<file path="config.mk">
export PLATFORM = sky130hd
export DESIGN_NAME = zrb_uart_rx
export DESIGN_NICKNAME = d
export VERILOG_FILES = /design/src/rtl/zrb_uart_rx.sv
export SDC_FILE = /design/constraint.sdc
export NUM_CORES = 1
export LEC_CHECK = 0
export CAP_MARGIN = 20
export CELL_PAD_IN_SITES_DETAIL_PLACEMENT = 1
export CELL_PAD_IN_SITES_GLOBAL_PLACEMENT = 1
export CORE_UTILIZATION = 40
export CTS_CLUSTER_SIZE = 8
export DETAILED_ROUTE_END_ITERATION = 10
export PLACE_DENSITY_LB_ADDON = 0.1
export SETUP_SLACK_MARGIN = 0.3
export SLEW_MARGIN = 20
export SYNTH_ARGS = -nofsm -noshare
export SYNTH_HDL_FRONTEND = slang
export SYNTH_SLANG_ARGS = --single-unit
export TNS_END_PERCENT = 1
</file>
<file path="constraint.sdc">
create_clock -name clk -period 5 [get_ports clk]
set_input_delay 1.5 -clock clk [delete_from_list [all_inputs] [get_ports clk]]
set_output_delay 1.5 -clock clk [all_outputs]
set_load 0.05 [all_outputs]
</file>
<file path="src/rtl/zrb_uart_rx.sv">
// zrb_uart_rx: 8N1 UART receiver, LSB first, majority vote of three centre samples.
// Revision: 1.0
`default_nettype none
`timescale 1ns/1ps

module zrb_uart_rx #(
  parameter int OVERSAMPLE = 8
) (
  input  logic       clk,
  input  logic       reset,
  input  logic       baud_tick,
  input  logic       rx,
  output logic [7:0] data,
  output logic       data_valid,
  output logic       frame_error,
  output logic       busy
);

  localparam int M  = OVERSAMPLE / 2;
  localparam int CW = $clog2(OVERSAMPLE);

  localparam logic [CW-1:0] c_smp_lo  = CW'(M - 1);
  localparam logic [CW-1:0] c_smp_mid = CW'(M);
  localparam logic [CW-1:0] c_smp_hi  = CW'(M + 1);
  localparam logic [CW-1:0] c_last    = CW'(OVERSAMPLE - 1);
  localparam logic [CW-1:0] c_one     = CW'(1);

  typedef enum logic [2:0] {
    S_IDLE      = 3'd0,
    S_START     = 3'd1,
    S_DATA      = 3'd2,
    S_STOP      = 3'd3,
    S_WAIT_HIGH = 3'd4
  } state_t;

  state_t        r_state;
  logic          r_sync1;
  logic          r_sync2;
  logic [CW-1:0] r_cnt;
  logic [2:0]    r_bit;
  logic [2:0]    r_smp;
  logic [7:0]    r_shift;
  logic [7:0]    r_data;
  logic          r_valid;
  logic          r_ferr;
  logic          r_busy;

  logic          w_rx_s;
  logic          w_capture;
  logic          w_maj_now;
  logic          w_maj_reg;
  logic [CW-1:0] w_cnt_inc;

  assign w_rx_s = r_sync2;

  always_ff @(posedge clk or negedge reset) begin
    if (!reset) begin
      r_sync1 <= 1'b1;
      r_sync2 <= 1'b1;
    end else begin
      r_sync1 <= rx;
      r_sync2 <= r_sync1;
    end
  end

  assign w_capture = baud_tick &&
                     ((r_cnt == c_smp_lo) || (r_cnt == c_smp_mid) || (r_cnt == c_smp_hi));

  // On the last sample tick the third vote is the live synchronised line value.
  assign w_maj_now = (r_smp[1] & r_smp[0]) | (r_smp[1] & w_rx_s) | (r_smp[0] & w_rx_s);
  assign w_maj_reg = (r_smp[2] & r_smp[1]) | (r_smp[2] & r_smp[0]) | (r_smp[1] & r_smp[0]);

  assign w_cnt_inc = (r_cnt == c_last) ? '0 : r_cnt + c_one;

  always_ff @(posedge clk or negedge reset) begin
    if (!reset) begin
      r_smp <= 3'b111;
    end else if (w_capture) begin
      r_smp <= {r_smp[1:0], w_rx_s};
    end
  end

  always_ff @(posedge clk or negedge reset) begin
    if (!reset) begin
      r_state <= S_IDLE;
      r_cnt   <= '0;
      r_bit   <= 3'd0;
      r_shift <= 8'h00;
      r_data  <= 8'h00;
      r_valid <= 1'b0;
      r_ferr  <= 1'b0;
      r_busy  <= 1'b0;
    end else begin
      r_valid <= 1'b0;
      r_ferr  <= 1'b0;
      if (baud_tick) begin
        case (r_state)
          S_IDLE: begin
            if (!w_rx_s) begin
              r_state <= S_START;
              r_cnt   <= c_one;
              r_busy  <= 1'b1;
            end
          end

          S_START: begin
            r_cnt <= w_cnt_inc;
            if ((r_cnt == c_smp_hi) && w_maj_now) begin
              r_state <= S_IDLE;
              r_cnt   <= '0;
              r_busy  <= 1'b0;
            end else if (r_cnt == c_last) begin
              r_bit   <= 3'd0;
              r_state <= S_DATA;
            end
          end

          S_DATA: begin
            r_cnt <= w_cnt_inc;
            if (r_cnt == c_last) begin
              r_shift <= {w_maj_reg, r_shift[7:1]};
              r_bit   <= r_bit + 3'd1;
              if (r_bit == 3'd7) begin
                r_state <= S_STOP;
              end
            end
          end

          // Deciding half a bit early leaves slack for a start edge right behind the stop bit.
          S_STOP: begin
            r_cnt <= w_cnt_inc;
            if (r_cnt == c_smp_hi) begin
              r_cnt <= '0;
              if (w_maj_now) begin
                r_data  <= r_shift;
                r_valid <= 1'b1;
                r_state <= S_IDLE;
                r_busy  <= 1'b0;
              end else begin
                r_ferr  <= 1'b1;
                r_state <= S_WAIT_HIGH;
              end
            end
          end

          S_WAIT_HIGH: begin
            if (w_rx_s) begin
              r_state <= S_IDLE;
              r_cnt   <= '0;
              r_busy  <= 1'b0;
            end
          end

          default: begin
            r_state <= S_IDLE;
            r_cnt   <= '0;
            r_busy  <= 1'b0;
          end
        endcase
      end
    end
  end

  assign data        = r_data;
  assign data_valid  = r_valid;
  assign frame_error = r_ferr;
  assign busy        = r_busy;

endmodule

`default_nettype wire

</file>
# Yosys cells after proc, flatten, opt, wreduce, memory -nomap -nowiden
# Index checks and enable logic that the tools add are counted.
word_totals:
  register_bits: 33
  out_inout_bits: 11
  word_cells: 85
  inputBits: 4
classes:
  addsub: 2
  muxes: 31
  eq_ne: 19
  n_bitwise: 10
  reduce_logical: 12
ops:
  columns: ["cell", "n"]
  rows:
  - ["3-bit two-way mux", 14]
  - ["3-bit case mux with 5 select lines", 2]
  - ["2-bit != test, second input constant", 9]
  - ["3-bit == test, second input constant", 5]
  - ["7-bit AND reduction", 2]
  - ["1-bit two-way mux", 13]
  - ["3-bit by 2-bit == test with 1-bit output, second input constant", 3]
  - ["3-bit by 1-bit adder with 3-bit output, second input constant", 2]
  - ["3-bit case mux with 2 select lines", 1]
  - ["3-bit AND reduction", 2]
  - ["1-bit AND", 5]
  - ["1-bit case mux with 5 select lines", 1]
  - ["5-bit AND reduction", 1]
  - ["1-bit bitwise OR", 4]
  - ["4-bit AND reduction", 1]
  - ["3-bit by 1-bit == test with 1-bit output, second input constant", 1]
  - ["3-bit logical NOT", 1]
  - ["3-bit != test, second input constant", 1]
  - ["1-bit logical AND", 2]
  - ["1-bit logical OR", 2]
  - ["2-bit nonzero test", 1]
  - ["1-bit NOT", 1]

# Depth between registers and ports, before layout
depth:
  depth_word: 7
  depth_mapped: 6
  ltp_nobuf: 6

# Worst setup path before layout
# No wires, ideal clock.
synth_timing:
  kind: "input to register"
  from: "input port baud_tick"
  to: "register r_shift[1]"
  required_time_ps: 4875
  setup_time_ps: 125
  n_path_buf: 1
  slack_ps: 2516
  t_arrival_ps: 2359
  cell_stages: 5
  cell_sequence: "nor2b_1 -> nand2_1 -> nor2_1 -> buf_2 -> mux2_2"
synth_between:
  elab_chain_len: 1
synth_rtl:
  columns: ["element", "line", "text"]
  rows:
  - ["from (decl)", "11", "input logic baud_tick,"]
  - ["3-bit AND reduction (no line)", null, null]
  - ["to (signal assigned)", "121", "r_shift <= {w_maj_reg, r_shift[7:1]};"]
  - ["to (decl)", "42", "logic [7:0] r_shift;"]
# No other way between the ends.
# A chain may end at the register's enable or synchronous reset.

# Worst setup path after layout
layout_timing:
  from: "input port baud_tick"
  to: "register r_shift[3]"
# Same word-level chain as after synthesis.

==> impl_table.tex <==
\begin{tabular}{lr}
\hline
Metric & Value \\
\hline
\multicolumn{2}{l}{\textbf{Route}} \\
\quad Routed length per instance & 15.11 um \\
\quad Count of vias placed by the detailed router & 944 \\
\quad Number of vias per cell & 5.244 \\
\quad Number of DRC violations after detailed-routing iteration 0 & 37 \\
\quad Routed length on met2 & 1276 um \\
\quad Drt total wl & 2719 um \\
\quad Post-route met1 wirelength & 1308 um \\
\quad Top Layer Used & met4 \\
\quad Antenna Violating Nets Remaining & 0 \\
\quad Residual DRC count & 0 \\
\quad Initial DRT Pass Iterations & 5 \\
\quad Met3 WL & 79 um \\
\multicolumn{2}{l}{\textbf{Clock tree}} \\
\quad Level count of the clock H-tree & 2 \\
\quad Post-CTS Setup Bufs & 0 \\
\quad Worst-path clk slew & 0.06 ns \\
\quad Hold-fix buffers at CTS & 0 \\
\quad Cts bufs inserted & 5 \\
\quad Number of cells upsized or downsized after cts & 0 \\
\quad TritonCTS clock tree & built \\
\quad Cell at the root of the clock tree & sky130\_fd\_sc\_hd\_\_clkbuf\_8 \\
\quad Buffer depth of the longest clock path & 2 \\
\quad CTS sink count & 33 \\
\quad Latest clock arrival within the worst-skew pair & 0.28 ns \\
\multicolumn{2}{l}{\textbf{GRT}} \\
\quad Pin count of the biggest net entering global routing & 34 \\
\quad Global-route wire length before repair & 4836 um \\
\quad Vias in the first global route & 1,041 \\
\quad Sum of overflow across all layers after global routing & 0 \\
\quad Global routing usage summed across all routing layers & 16.05\% \\
\quad Number of antenna violations at the first check in global routing & 0 \\
\multicolumn{2}{l}{\textbf{Floorplan}} \\
\quad Die Height & 63.14 um \\
\quad Placeable Area & 0.003468 mm\^{}2 \\
\quad Count of standard-cell rows & 21 \\
\quad Starting Density & 43.11\% \\
\quad Die footprint & 0.003987 mm\^{}2 \\
\quad Die X-Extent & 63.14 um \\
\quad Io pins & 15 \\
\multicolumn{2}{l}{\textbf{STA}} \\
\quad Total setup violations reported at the end of the flow & 0 \\
\quad Achievable frequency & 312.9 MHz \\
\quad Final Critical Period & 3.196 ns \\
\quad Max-slew violations & 0 \\
\quad Number of hold-slack violations in the final timing report & 0 \\
\quad Transition time of the tightest slew-check pin & 0.7934 ns \\
\quad Relative slew margins & 46.91\% \\
\quad RSZ-0062 raised after global routing & false \\
\quad Post-route fraction of the period consumed by the critical path & 63.93\% \\
\quad Final setup skew & 0.004563 ns \\
\quad Total Neg Setup Slack & 0 ns \\
\multicolumn{2}{l}{\textbf{Layout}} \\
\quad Most frequent cells in the layout & 28 x sky130\_fd\_sc\_hd\_\_dfrtp\_1, 21 x sky130\_fd\_sc\_hd\_\_mux2\_2, 14 x sky130\_fd\_sc\_hd\_\_clkdlybuf4s50\_1, 6 x sky130\_fd\_sc\_hd\_\_ha\_1, 6 x sky130\_fd\_sc\_hd\_\_clkbuf\_8 \\
\quad Area delta synth->final & 20.17\% \\
\quad Most common library cell in the layout ignoring fill and taps & sky130\_fd\_sc\_hd\_\_dfrtp\_1 \\
\quad Number of inserted diodes & 0 \\
\quad Final net count & 143 \\
\quad Layout cells sized above 1 & 28.36\% \\
\quad Non-Filler Instances & 180 \\
\quad Utilization after layout & 51.80\% \\
\multicolumn{2}{l}{\textbf{Synthesis}} \\
\quad Cell type contributing the most total cell area after synthesis & sky130\_fd\_sc\_hd\_\_dfrtp\_1 \\
\quad Sequential share of the synthesized area & 55.65\% \\
\quad Cells after Synth & 115 \\
\quad Syn Nets & 125 \\
\quad Number of synthesis warnings & 0 \\
\quad Portion of synthesized cell area occupied by the leading cell type & 46.86\% \\
\quad Number of register bits inferred by synthesis & 33 \\
\quad Syn avg cell area & 13.00 um\^{}2 \\
\quad Cell area after technology mapping & 0.001495 mm\^{}2 \\
\quad Cell types with the largest area share after synthesis & sky130\_fd\_sc\_hd\_\_dfrtp\_1 47\%, sky130\_fd\_sc\_hd\_\_mux2\_2 16\%, sky130\_fd\_sc\_hd\_\_dfstp\_2 8.8\% \\
\quad Count of cell types in the netlist & 33 \\
\multicolumn{2}{l}{\textbf{Setup path}} \\
\quad Critical path data required time & 5.16 ns \\
\quad Slowest stage cell, crit path & sky130\_fd\_sc\_hd\_\_nor2\_1 \\
\quad Critical path startpoint & baud\_tick \\
\quad Delay contributed by the slowest stage of the critical path & 0.62 ns \\
\quad Crit-path cells & clkdlybuf4s50\_1 > nor2b\_1 > nand2\_1 > nor2\_1 > mux2\_2 \\
\quad Worst endpoint data arrival time & 3.36 ns \\
\quad Critical path startpoint category & input pin \\
\quad Worst Path Class, Setup & in2reg \\
\quad Buffer and inverter count on the worst path & 1 \\
\quad Kind of end point of the critical path & register \\
\quad Startpoint of the worst-slack reg-to-reg timing path & r\_cnt[0] \\
\quad Crit-path leading delay family & simple AND/OR/NAND/NOR gates \\
\quad Crit Path Max Fanout & 11 \\
\multicolumn{2}{l}{\textbf{Status}} \\
\quad Outcome & finished, final reports clean \\
\multicolumn{2}{l}{\textbf{Power}} \\
\quad Leak pwr & 0.8310 nW \\
\quad Worst vdd rail ir drop & 259.2 uV \\
\quad Total power divided by cell area & 472.0 mW/mm\^{}2 \\
\multicolumn{2}{l}{\textbf{Place}} \\
\quad Cell count after placement & 172 \\
\quad Detailed Place HPWL & 1885 um \\
\quad Count of port buffers added during placement & 14 \\
\quad Weighted congestion reported at the end of routability-driven placement & 0.7286 \\
\multicolumn{2}{l}{\textbf{Worst hold path}} \\
\quad Worst hold path type & reg2reg \\
\quad Worst hold path startpoint & r\_sync1 \\
\multicolumn{2}{l}{\textbf{Flow run}} \\
\quad Number of violations of the max-capacitance limit & 0 \\
\hline
\end{tabular}
stage by stage:
step                      setup slack, ns  hold WS [ns]  total power [mW]  cell area, um^2
final                               1.804        0.3553            0.8481             1797
after global routing                1.666        0.3603            0.9025             1797
after CTS                           1.774        0.3571            0.8590             1797
after detailed placement            1.480        0.3472            0.5969             1680
after global placement              1.563        0.3455            0.5833             1680
after floorplan                     2.516        0.3452            0.5381             1495
layout make-up:
class	count	area, um^2
multi-input cells	73	624.3
fillers	373	1672
flip-flops and latches	33	832.0
clock buffers	7	86.33
clock inverters	1	30.03
well taps	46	57.56
repair buffers	15	147.6
inverters	5	18.77
synth_stat cells:
library cell and n:
sky130_fd_sc_hd__o221ai_1 2, sky130_fd_sc_hd__and2_1 1, sky130_fd_sc_hd__buf_2 4, sky130_fd_sc_hd__a21o_1 3
sky130_fd_sc_hd__dfstp_2 5, sky130_fd_sc_hd__nand3_1 1, sky130_fd_sc_hd__nand2_2 1, sky130_fd_sc_hd__o21bai_1 1
sky130_fd_sc_hd__nand3b_1 1, sky130_fd_sc_hd__nor4_1 1, sky130_fd_sc_hd__maj3_2 1, sky130_fd_sc_hd__mux2_2 21
sky130_fd_sc_hd__ha_1 6, sky130_fd_sc_hd__a221o_1 2, sky130_fd_sc_hd__nor3_1 2, sky130_fd_sc_hd__xnor2_1 1
sky130_fd_sc_hd__maj3_1 1, sky130_fd_sc_hd__nor2_1 4, sky130_fd_sc_hd__dfrtp_1 28, sky130_fd_sc_hd__a2111o_1 1
sky130_fd_sc_hd__a31oi_1 1, sky130_fd_sc_hd__a22o_1 4, sky130_fd_sc_hd__nand2_1 5, sky130_fd_sc_hd__nor2b_1 2
sky130_fd_sc_hd__nand2b_1 3, sky130_fd_sc_hd__inv_1 5, sky130_fd_sc_hd__o21ai_2 1, sky130_fd_sc_hd__o211ai_1 1
sky130_fd_sc_hd__o21ai_0 1, sky130_fd_sc_hd__a21oi_1 1, sky130_fd_sc_hd__o2bb2ai_1 1, sky130_fd_sc_hd__and3_1 2
sky130_fd_sc_hd__or2_4 1
metal layers:
layer,global-route usage (%),vias to the layer above
met3,4.891,6
met5,0,-
met1,20.23,482
li1,-,446
met4,6.977,0
met2,25.27,10
cells by family (layout without fill, tap and decap cells):
family          after synthesis  after routing  share of synthesized area (%)
buf+inv                       9             28                          2.594
compound gates               19             19                          10.38
mux                          21             21                          15.82
fa+ha+maj                     8              8                          6.443
xor+xnor                      1              1                         0.5859
simple gates                 24             24                          8.536
flops                        33             33                          55.65
worst paths after layout:
check,to,slack (ns),depth (start not counted)
min in group asynchronous,r_cnt[1],1.62,2
setup / recovery,r_shift[3],1.80,5
setup reg to reg,r_shift[3],2.89,5
hold / removal,r_sync2,0.36,0
hold reg to reg,r_sync2,0.36,0
max in group asynchronous,r_smp[1],3.05,2
report_power, final:
group / total (mW) / internal, mW / switching [mW]
sequential: 0.379 / 0.324 / 0.0547
combinational: 0.216 / 0.107 / 0.109
clock: 0.253 / 0.162 / 0.0911
total: 0.848 / 0.593 / 0.255
registers in the layout, indices dropped and copies added, names as in the netlist:
| name | count |
|---|---|
| r_smp | 3 |
| data | 8 |
| r_cnt | 3 |
| r_bit | 3 |
| r_state | 3 |
| r_shift | 8 |
| r_sync1 | 1 |
| r_sync2 | 1 |
| frame_error | 1 |
| data_valid | 1 |
| busy | 1 |
Power figures use the tool's default switching activity.
